[src/rtl/tone_burst_analyzer_if.sv]
// Register-bank side bundle of the tone burst analyzer:
// tone input, configuration and measurement results.
interface tone_burst_analyzer_if #(
    parameter int DATA_WIDTH = 32
);
    logic                  tone_in;
    logic                  enable;
    logic                  clear;
    logic [DATA_WIDTH-1:0] gap_threshold;
    logic [DATA_WIDTH-1:0] idle_timeout;
    logic [DATA_WIDTH-1:0] min_high;
    logic [DATA_WIDTH-1:0] meas_high;
    logic [DATA_WIDTH-1:0] meas_period;
    logic [DATA_WIDTH-1:0] meas_gap;
    logic [DATA_WIDTH-1:0] pulses_in_burst;
    logic [DATA_WIDTH-1:0] bursts_detected;
    logic                  done;
    logic [DATA_WIDTH-1:0] status_outputs;

    modport master (
        output tone_in, enable, clear,
        output gap_threshold, idle_timeout, min_high,
        input  meas_high, meas_period, meas_gap,
        input  pulses_in_burst, bursts_detected,
        input  done, status_outputs
    );

    modport slave (
        input  tone_in, enable, clear,
        input  gap_threshold, idle_timeout, min_high,
        output meas_high, meas_period, meas_gap,
        output pulses_in_burst, bursts_detected,
        output done, status_outputs
    );
endinterface

[src/rtl/tone_burst_analyzer.sv]
// Tone burst analyzer: measures high time, period, pulses
// per burst, burst count and inter-burst gap of a square wave.
module tone_burst_analyzer #(
    parameter int DATA_WIDTH = 32
) (
    input logic                 clk,
    input logic                 rst_n,
    tone_burst_analyzer_if.slave bus
);
    typedef enum logic [2:0] {
        IDLE      = 3'd0,
        WAIT_EDGE = 3'd1,
        HIGH      = 3'd2,
        LOW       = 3'd3,
        GAP       = 3'd4,
        DONE      = 3'd5
    } state_e;

    localparam logic [DATA_WIDTH-1:0] ONES = '1;
    localparam logic [DATA_WIDTH-1:0] ONE  = DATA_WIDTH'(1);

    state_e                state_q, state_d;
    logic                  sync_q, tone_s_q, tone_d_q;
    logic [DATA_WIDTH-1:0] high_cnt_q, high_cnt_d;
    logic [DATA_WIDTH-1:0] low_cnt_q, low_cnt_d;
    logic [DATA_WIDTH-1:0] pulse_cnt_q, pulse_cnt_d;
    logic [DATA_WIDTH-1:0] meas_high_q, meas_high_d;
    logic [DATA_WIDTH-1:0] meas_period_q, meas_period_d;
    logic [DATA_WIDTH-1:0] meas_gap_q, meas_gap_d;
    logic [DATA_WIDTH-1:0] pulses_q, pulses_d;
    logic [DATA_WIDTH-1:0] bursts_q, bursts_d;
    logic                  glitch_q, glitch_d;
    logic                  overflow_q, overflow_d;
    logic                  done_q, done_d;

    logic                  rise, fall, ovf_set;
    logic [DATA_WIDTH-1:0] gth, ito;
    logic [DATA_WIDTH:0]   sum;
    logic [31:0]           stat;

    function automatic logic [DATA_WIDTH-1:0] sat_inc(
        input logic [DATA_WIDTH-1:0] v
    );
        return (v == ONES) ? v : v + ONE;
    endfunction

    assign rise = tone_s_q & ~tone_d_q;
    assign fall = ~tone_s_q & tone_d_q;
    // A zero threshold behaves as a single cycle
    assign gth  = (bus.gap_threshold == '0) ? ONE : bus.gap_threshold;
    assign ito  = (bus.idle_timeout == '0) ? ONE : bus.idle_timeout;
    assign sum  = {1'b0, high_cnt_q} + {1'b0, low_cnt_q};

    // Next-state, counter and result computation
    always_comb begin
        state_d       = state_q;
        high_cnt_d    = high_cnt_q;
        low_cnt_d     = low_cnt_q;
        pulse_cnt_d   = pulse_cnt_q;
        meas_high_d   = meas_high_q;
        meas_period_d = meas_period_q;
        meas_gap_d    = meas_gap_q;
        pulses_d      = pulses_q;
        bursts_d      = bursts_q;
        glitch_d      = glitch_q;
        done_d        = 1'b0;
        ovf_set       = 1'b0;
        if (bus.clear) begin
            state_d       = bus.enable ? WAIT_EDGE : IDLE;
            high_cnt_d    = '0;
            low_cnt_d     = '0;
            pulse_cnt_d   = '0;
            meas_high_d   = '0;
            meas_period_d = '0;
            meas_gap_d    = '0;
            pulses_d      = '0;
            bursts_d      = '0;
            glitch_d      = 1'b0;
        end else if (!bus.enable) begin
            state_d     = IDLE;
            high_cnt_d  = '0;
            low_cnt_d   = '0;
            pulse_cnt_d = '0;
        end else begin
            unique case (state_q)
                IDLE: begin
                    high_cnt_d  = '0;
                    low_cnt_d   = '0;
                    pulse_cnt_d = '0;
                    bursts_d    = '0;
                    state_d     = WAIT_EDGE;
                end
                WAIT_EDGE: begin
                    if (rise) begin
                        state_d     = HIGH;
                        high_cnt_d  = ONE;
                        pulse_cnt_d = ONE;
                        low_cnt_d   = '0;
                    end
                end
                HIGH: begin
                    if (fall) begin
                        state_d     = LOW;
                        meas_high_d = high_cnt_q;
                        low_cnt_d   = ONE;
                        if (high_cnt_q < bus.min_high) glitch_d = 1'b1;
                    end else if (tone_s_q) begin
                        high_cnt_d = sat_inc(high_cnt_q);
                        ovf_set    = (high_cnt_q == ONES);
                    end
                end
                LOW: begin
                    if (rise) begin
                        state_d       = HIGH;
                        meas_period_d = sum[DATA_WIDTH] ? ONES : sum[DATA_WIDTH-1:0];
                        pulse_cnt_d   = sat_inc(pulse_cnt_q);
                        high_cnt_d    = ONE;
                        ovf_set       = sum[DATA_WIDTH] | (pulse_cnt_q == ONES);
                    end else begin
                        if (!tone_s_q) begin
                            low_cnt_d = sat_inc(low_cnt_q);
                            ovf_set   = (low_cnt_q == ONES);
                        end
                        if (low_cnt_q >= gth) begin
                            state_d  = GAP;
                            pulses_d = pulse_cnt_q;
                            bursts_d = sat_inc(bursts_q);
                            ovf_set  = ovf_set | (bursts_q == ONES);
                        end
                    end
                end
                GAP: begin
                    if (rise) begin
                        state_d     = HIGH;
                        meas_gap_d  = low_cnt_q;
                        pulse_cnt_d = ONE;
                        high_cnt_d  = ONE;
                    end else begin
                        if (!tone_s_q) begin
                            low_cnt_d = sat_inc(low_cnt_q);
                            ovf_set   = (low_cnt_q == ONES);
                        end
                        if (low_cnt_q >= ito) begin
                            state_d = DONE;
                            done_d  = 1'b1;
                        end
                    end
                end
                DONE: begin
                    state_d = DONE;
                end
                default: begin
                    state_d = IDLE;
                end
            endcase
        end
        overflow_d = bus.clear ? 1'b0 : (overflow_q | ovf_set);
    end

    // Input synchroniser and all state registers
    always_ff @(posedge clk or negedge rst_n) begin
        if (!rst_n) begin
            sync_q        <= 1'b0;
            tone_s_q      <= 1'b0;
            tone_d_q      <= 1'b0;
            state_q       <= IDLE;
            high_cnt_q    <= '0;
            low_cnt_q     <= '0;
            pulse_cnt_q   <= '0;
            meas_high_q   <= '0;
            meas_period_q <= '0;
            meas_gap_q    <= '0;
            pulses_q      <= '0;
            bursts_q      <= '0;
            glitch_q      <= 1'b0;
            overflow_q    <= 1'b0;
            done_q        <= 1'b0;
        end else begin
            sync_q        <= bus.tone_in;
            tone_s_q      <= sync_q;
            tone_d_q      <= tone_s_q;
            state_q       <= state_d;
            high_cnt_q    <= high_cnt_d;
            low_cnt_q     <= low_cnt_d;
            pulse_cnt_q   <= pulse_cnt_d;
            meas_high_q   <= meas_high_d;
            meas_period_q <= meas_period_d;
            meas_gap_q    <= meas_gap_d;
            pulses_q      <= pulses_d;
            bursts_q      <= bursts_d;
            glitch_q      <= glitch_d;
            overflow_q    <= overflow_d;
            done_q        <= done_d;
        end
    end

    assign stat = {
        5'd0, state_q,
        bursts_q[7:0],
        pulse_cnt_q[7:0],
        1'b0, overflow_q, glitch_q,
        (state_q == GAP), (state_q == LOW), (state_q == HIGH),
        (state_q == DONE),
        (state_q != IDLE) && (state_q != DONE)
    };

    assign bus.status_outputs  = DATA_WIDTH'(stat);
    assign bus.meas_high       = meas_high_q;
    assign bus.meas_period     = meas_period_q;
    assign bus.meas_gap        = meas_gap_q;
    assign bus.pulses_in_burst = pulses_q;
    assign bus.bursts_detected = bursts_q;
    assign bus.done            = done_q;
endmodule

[src/flat_wrapper.sv]
// flat-port wrapper written by rule: the top's interface ports become plain ports
module tone_burst_analyzer_flat 
#(
    parameter int DATA_WIDTH = 32
)
  (clk, rst_n, bus_tone_in, bus_enable, bus_clear, bus_gap_threshold, bus_idle_timeout, bus_min_high, bus_meas_high, bus_meas_period, bus_meas_gap, bus_pulses_in_burst, bus_bursts_detected, bus_done, bus_status_outputs);
  tone_burst_analyzer_if #(.DATA_WIDTH(DATA_WIDTH)) bus_i ();
  input logic clk;
  input logic rst_n;
  input wire logic [$bits(bus_i.tone_in)-1:0] bus_tone_in;
  input wire logic [$bits(bus_i.enable)-1:0] bus_enable;
  input wire logic [$bits(bus_i.clear)-1:0] bus_clear;
  input wire logic [$bits(bus_i.gap_threshold)-1:0] bus_gap_threshold;
  input wire logic [$bits(bus_i.idle_timeout)-1:0] bus_idle_timeout;
  input wire logic [$bits(bus_i.min_high)-1:0] bus_min_high;
  output wire logic [$bits(bus_i.meas_high)-1:0] bus_meas_high;
  output wire logic [$bits(bus_i.meas_period)-1:0] bus_meas_period;
  output wire logic [$bits(bus_i.meas_gap)-1:0] bus_meas_gap;
  output wire logic [$bits(bus_i.pulses_in_burst)-1:0] bus_pulses_in_burst;
  output wire logic [$bits(bus_i.bursts_detected)-1:0] bus_bursts_detected;
  output wire logic [$bits(bus_i.done)-1:0] bus_done;
  output wire logic [$bits(bus_i.status_outputs)-1:0] bus_status_outputs;
  assign bus_i.tone_in = bus_tone_in;
  assign bus_i.enable = bus_enable;
  assign bus_i.clear = bus_clear;
  assign bus_i.gap_threshold = bus_gap_threshold;
  assign bus_i.idle_timeout = bus_idle_timeout;
  assign bus_i.min_high = bus_min_high;
  assign bus_meas_high = bus_i.meas_high;
  assign bus_meas_period = bus_i.meas_period;
  assign bus_meas_gap = bus_i.meas_gap;
  assign bus_pulses_in_burst = bus_i.pulses_in_burst;
  assign bus_bursts_detected = bus_i.bursts_detected;
  assign bus_done = bus_i.done;
  assign bus_status_outputs = bus_i.status_outputs;
  tone_burst_analyzer #(.DATA_WIDTH(DATA_WIDTH)) u_core (.clk(clk), .rst_n(rst_n), .bus(bus_i));
endmodule
[config.mk]
export PLATFORM = sky130hd
export DESIGN_NAME = tone_burst_analyzer_flat
export DESIGN_NICKNAME = d
export VERILOG_FILES = /design/src/rtl/tone_burst_analyzer_if.sv /design/src/rtl/tone_burst_analyzer.sv /design/src/flat_wrapper.sv
export SDC_FILE = /design/constraint.sdc
export NUM_CORES = 1
export LEC_CHECK = 0
export BUFFER_PORTS_ARGS = -buffer_cell sky130_fd_sc_hd__buf_2
export CAP_MARGIN = 15
export CORE_MARGIN = 2
export CORE_UTILIZATION = 45
export CTS_CLUSTER_DIAMETER = 60
export DETAILED_ROUTE_END_ITERATION = 8
export PLACE_DENSITY_LB_ADDON = 0.08
export SLEW_MARGIN = 20
export SYNTH_ARGS = -nofsm -noshare
export SYNTH_HDL_FRONTEND = slang
export SYNTH_SLANG_ARGS = --single-unit
[constraint.sdc]
create_clock -name clk -period 4.8 [get_ports clk]
set_input_delay 0.48 -clock clk [delete_from_list [all_inputs] [get_ports clk]]
set_output_delay 0.48 -clock clk [all_outputs]
set_load 0.02 [all_outputs]
==> Word-level counts from Yosys, hierarchy flattened <==
Cells that the tools add are included.
{ "classes": {"mux": 80, "addsub": 5, "reduce_logical": 27, "magnitude_cmp": 3, "bitwise_logic": 7, "eq_ne": 31} }
{ "op_table": {"columns": ["cell", "count"], "rows": [
  ["two-way mux 32 bit", 42],
  ["case mux 32 bit (3 select lines)", 2],
  ["adder 32 x 1 -> 32 bit, second input constant", 4],
  ["== test 32 bit, second input constant", 4],
  ["case mux 32 bit (4 select lines)", 1],
  ["greater-or-equal comparator 32 bit", 2],
  ["logical NOT 32 bit", 2],
  ["case mux 32 bit (2 select lines)", 1],
  ["adder 32 x 32 -> 33 bit", 1],
  ["less-than comparator 32 bit", 1],
  ["two-way mux 1 bit", 24],
  ["two-way mux 3 bit", 8],
  ["inequality test 4 bit, second input constant", 6],
  ["case mux 3 bit (6 select lines)", 1],
  ["inequality test 4 x 3 -> 1 bit, second input constant", 4],
  ["AND reduction 4 bit", 4],
  ["nonzero test 2 bit", 8],
  ["inequality test 5 x 2 -> 1 bit, second input constant", 2],
  ["inequality test 5 x 3 -> 1 bit, second input constant", 2],
  ["AND reduction 5 bit", 2],
  ["inequality test 3 bit, second input constant", 3],
  ["AND reduction 3 bit", 3],
  ["inequality test 4 x 2 -> 1 bit, second input constant", 2],
  ["== test 3 x 2 -> 1 bit, second input constant", 2],
  ["15 further kinds", 22]
]} }
{ "word_totals": {"word_cells": 168, "ff_bits": 265, "out_inout_bits": 193} }

==> Longest topological paths before layout <==
{ "logic_depth": {"word_depth": 14, "ltp_mapped": 14, "ltp_nobuf": 13} }

==> Worst setup path before layout <==
No wires, ideal clock.
{ "synth_timing": {"path_kind": "input port to flip-flop", "startpoint": "input bus_gap_threshold[24]", "endpoint": "register u_core.state_q[0]", "required_ns": 4.670, "setup_time_ns": 0.130, "setup_slack_ns": 1.782, "stages": 14, "t_arrival_ns": 2.888, "n_path_buf": 1, "cell_sequence": "nor4_1 > nand4_1 > o21bai_1 > ha_1 > nand2b_1 > a21o_1 > a21o_1 > a21oi_1 > o31ai_1 > a211oi_2 > clkbuf_1 > a31oi_1 > o211ai_1 > o22ai_1"} }
{ "synth_between": {"elab_chain_len": 5} }
{ "synth_rtl": {"columns": ["item", "line_no", "text"], "rows": [
  ["start: declaration", "flat_wrapper.sv:13", "input wire logic [$bits(bus_i.gap_threshold)-1:0] bus_gap_threshold;"],
  ["logical NOT 32 bit", "tone_burst_analyzer.sv:50", "assign gth = (bus.gap_threshold == '0) ? ONE : bus.gap_threshold;"],
  ["two-way mux 32 bit (*)", "tone_burst_analyzer.sv:50", null],
  ["greater-or-equal comparator 32 bit (*)", "tone_burst_analyzer.sv:124", "if (low_cnt_q >= gth) begin"],
  ["inequality test 5 x 3 -> 1 bit (no line) (*)", null, null],
  ["AND reduction 4 bit (no line) (*)", null, null],
  ["end signal: assignment", "tone_burst_analyzer.sv:182", "state_q <= state_d;"],
  ["end: declaration", "tone_burst_analyzer.sv:22", "state_e state_q, state_d;"]
]} }
Mark *: on every way between the ends. The rest lies on a longest branch, timed or not.
A chain may end at the register's enable or synchronous reset.

==> Worst setup path in the final report <==
{ "layout_timing": {"startpoint": "register u_core.high_cnt_q[0]", "endpoint": "register u_core.meas_period_q[26] (netlist: u_core.bus.meas_period[26])"} }
{ "layout_between": {"elab_chain_len": 6} }
{ "layout_rtl": {"columns": ["item", "line_no", "text"], "rows": [
  ["start: declaration", "tone_burst_analyzer.sv:24", "logic [DATA_WIDTH-1:0] high_cnt_q, high_cnt_d;"],
  ["start signal: assignment", "tone_burst_analyzer.sv:183", "high_cnt_q <= high_cnt_d;"],
  ["adder 32 x 32 -> 33 bit", "tone_burst_analyzer.sv:52", "assign sum = {1'b0, high_cnt_q} + {1'b0, low_cnt_q};"],
  ["two-way mux 32 bit", "tone_burst_analyzer.sv:115", "meas_period_d = sum[DATA_WIDTH] ? ONES : sum[DATA_WIDTH-1:0];"],
  ["two-way mux 32 bit", "tone_burst_analyzer.sv:113", "if (rise) begin"],
  ["two-way mux 32 bit", "tone_burst_analyzer.sv:85", "unique case (state_q)"],
  ["two-way mux 32 bit", "tone_burst_analyzer.sv:79", "end else if (!bus.enable) begin"],
  ["two-way mux 32 bit", "tone_burst_analyzer.sv:68", "if (bus.clear) begin"],
  ["end signal: assignment", "tone_burst_analyzer.sv:187", "meas_period_q <= meas_period_d;"],
  ["end: declaration", "tone_burst_analyzer.sv:28", "logic [DATA_WIDTH-1:0] meas_period_q, meas_period_d;"]
]} }
Every way passes these cells. The select of a mux whose other input is x is not followed.

==> flow_metrics.py <==
metrics = {
    "route": {
        "drc": 0,
        "routed_via_density": 5.65,
        "drt_iter0_drc": 792,
        "vias": 14500,
        "wl_per_cell_um": 18.6,
        "drt_wl_total_mm": 47.7,
        "firstDrtPassIters": 5,
        "ant_nets": 0,
    },
    "worst_setup_path": {
        "r2r_slack_ns": 1.17,
        "critPathArrivalTime_ns": 4.07,
        "slowest_stage": "dfrtp_1",
        "path_buf_inv": 2,
        "end_kind": "register",
        "startpoint": "u_core.high_cnt_q[0]",
        "cp_max_fo": 25,
        "cp-start-kind": "register",
        "reg2reg_depth": 13,
        "cp_top_family": "compound AO/OA/AOI/OAI gates",
        "endpoint": "u_core.bus.meas_period[26]",
        "path_class": "reg -> reg",
        "timing.rr.start": "u_core.high_cnt_q[0]",
        "crit_chain": "ha_1 > inv_1 > fa_1 > nand2b_1 > a21oi_1 > a2111o_1 > nand2_1 > a21oi_2 > nor3_4 > o41ai_4 > buf_4 > a2111oi_0 > o21ai_0",
        "regToRegEndpoint": "u_core.bus.meas_period[26]",
        "cp.depth": 13,
        "max_stage_delay_ns": 0.62,
        "critPathRequiredTime_ns": 5.24,
    },
    "clock_tree": {
        "postCtsSetupBuffers": 0,
        "clock-sinks": 265,
        "cts_tree": "built",
        "cts_resized": 0,
        "hold_buffers": 0,
        "clk_latency_ns": 0.53,
        "htreeDepth": 2,
        "clk_pin_slew_ns": 0.06,
        "root_buffer": "clkbuf_16",
        "clock_path_buffers": 3,
        "numCtsBuffers": 34,
    },
    "logic_synthesis": {
        "synthFlopType": "dfrtp_1",
        "yosysTopAreaCell": "dfrtp_1",
        "synth_cells": 1826,
        "ys_types": 81,
        "synth_top_area_share_pct": 40.2,
        "synth-edff-count": 0,
        "synth_top_cells_by_area": "dfrtp_1, ha_1, nor2_1",
        "synthArstFlopShare_pct": 100,
        "yosys-top-cells-count": "dfrtp_1, nor2_1, nand2_1",
        "syn_avg_cell_area_um2": 9.02,
        "synth_most_common_cell": "dfrtp_1",
        "synth-seq-area-share_pct": 40.2,
        "synth_area_um2": 16500,
        "yosys_register_bits": 265,
        "synth_warnings": 0,
    },
    "place": {
        "portBuffers": 287,
        "dpl.cell_count": 2513,
        "placed_cell_area_um2": 18300,
        "gp_congestion": 0.884,
        "hpwl_mm": 35.1,
        "pre_cts_ws_ns": 0.838,
    },
    "sta": {
        "finalCriticalPeriod_ns": 3.63,
        "tightest_slew_ns": 0.982,
        "skew_ns": 0.0223,
        "relSlewSlack_pct": 34.6,
        "drv_slew": 0,
        "setup_violations": 0,
        "fin_crit_sh_pct": 75.6,
        "max_freq_mhz": 276,
        "rsz0062_at_grt": "no",
        "timing.hold.ws_ns": -0.0269,
        "hold_viol": 8,
        "finalWorstSetupSlack_ns": 1.17,
        "tns_ns": 0,
    },
    "worst_hold_path": {
        "hp-class": "in -> async",
    },
    "floorplanning": {
        "start_util_pct": 45.3,
        "fp.dieW_um": 195,
        "die_y_um": 195,
        "io_pins": 294,
        "std_cell_rows": 70,
        "dieArea_um2": 38200,
        "core-area_um2": 36300,
    },
    "power_and_ir_drop": {
        "p_per_area_nw_per_um2": 257,
        "p_leak_nw": 10.2,
        "peakVddDrop_mv": 0.207,
    },
    "grt": {
        "gr-usage-all-layers_pct": 24.8,
        "grt_first_pass_wirelength_mm": 76.0,
        "grt_max_degree": 114,
        "overflow": 0,
        "grt_pass1_vias": 13700,
        "antenna_found_initial": 0,
    },
    "cells_and_area": {
        "postLayoutCellArea_um2": 19300,
        "antenna_cells": 0,
        "nets": 2314,
        "fill_cells": 3496,
        "drive_above_1_share_pct": 18.1,
        "stdcell_count": 2569,
        "syn2layout_area_growth_pct": 17.2,
    },
    "job": {
        "maxCapViolations": 0,
    },
    "outcome": {
        "status": "complete, but fails checks",
        "failed_checks": "negative hold slack",
    },
}
where the power goes:
group,total (W),switching [W],internal (W)
logic,0.000276,0.000189,0.0000874
clock network,0.00243,0.000977,0.00145
registers,0.00225,0.0000106,0.00224
how the worst min path moves through the flow:
| stage | start | end | slack [ns] | cells after the start |
|---|---|---|---|---|
| detailed placement | u_core.sync_q | u_core.tone_s_q | 0.34 | 0 |
| CTS | rst_n | u_core.bus.meas_gap[4] | 0.04 | 1 |
| global placement | u_core.sync_q | u_core.tone_s_q | 0.33 | 0 |
| finish | rst_n | u_core.bus.meas_gap[4] | -0.03 | 1 |
| floorplan | rst_n | u_core.bus.bursts_detected[0] | 0.18 | 0 |
| global route | rst_n | u_core.bus.meas_gap[6] | 0.05 | 1 |
metal layers:
metal  vias up  global-route usage [%]  part of all wire, %
li1       7044                       -                    -
met1      7022                    33.5                   44
met2       360                    40.7                   48
met3        79                    4.21                  5.1
met4         0                    7.94                  2.8
met5         -                       0                    0
final cells by class:
cell class	instances	area (µm²)	area share [%]
timing repair buffer	307	1610	8.33
sequential	265	6630	34.3
tap	468	586	3.03
clock buffer	47	961	4.98
inverter	130	488	2.53
multi-input combinational	1343	8950	46.3
clock inverter	9	86.3	0.447
state kept, by name (all words and copies together) (netlist names):
name,flops
u_core.tone_s_q,1
u_core.bus.done,1
u_core.bus.meas_gap,32
u_core.bus.meas_period,32
u_core.bus.bursts_detected,32
u_core.high_cnt_q,32
u_core.glitch_q,1
u_core.sync_q,1
u_core.state_q,3
u_core.bus.pulses_in_burst,32
u_core.overflow_q,1
u_core.tone_d_q,1
u_core.bus.meas_high,32
u_core.low_cnt_q,32
u_core.pulse_cnt_q,32
cells in the final DEF (no fill, tap or decap), types with 7 or more instances in the layout:
master,n
a22o_1,66
nand4_1,49
and4_1,10
o21a_1,11
or3_1,24
a211oi_1,10
a21o_1,58
nor4_1,22
o31ai_1,9
nor2b_1,9
dfrtp_1,265
nand2b_1,18
and3_1,32
buf_4,19
nand2_1,132
mux2i_1,35
a21oi_1,85
clkbuf_16,35
o211ai_1,8
xor2_1,29
a31oi_1,16
clkbuf_1,8
ha_1,131
nor2_1,194
nor3b_1,7
nor3_1,35
a221o_1,7
xnor2_1,50
inv_1,130
nand3_1,57
and2_1,14
o21ai_0,130
buf_2,286
o22ai_1,8
per-stage QoR:
| stage | power (W) | utilization, % |
|---|---|---|
| 6_report | 0.00496 | 53.1 |
| 5_1_grt | 0.00515 | 53.1 |
| 4_1_cts | 0.00502 | 53.1 |
| 3_5_place_dp | 0.00257 | 50.3 |
| 3_3_place_gp | 0.00257 | 50.3 |
| 2_1_floorplan | 0.00243 | - |
cells by family (layout without fill, tap and decap cells):
group,count (synthesis),count (layout),synth area share (%)
compound gates,460,460,18.6
xor+xnor,79,79,4.20
fa+ha+maj,132,132,10.1
buf+inv,223,493,5.78
flops,265,265,40.2
mux,36,36,2.19
other cells,1,6,0.0228
simple gates,630,630,18.9
Note: power is estimated with default switching activity, not from simulation.
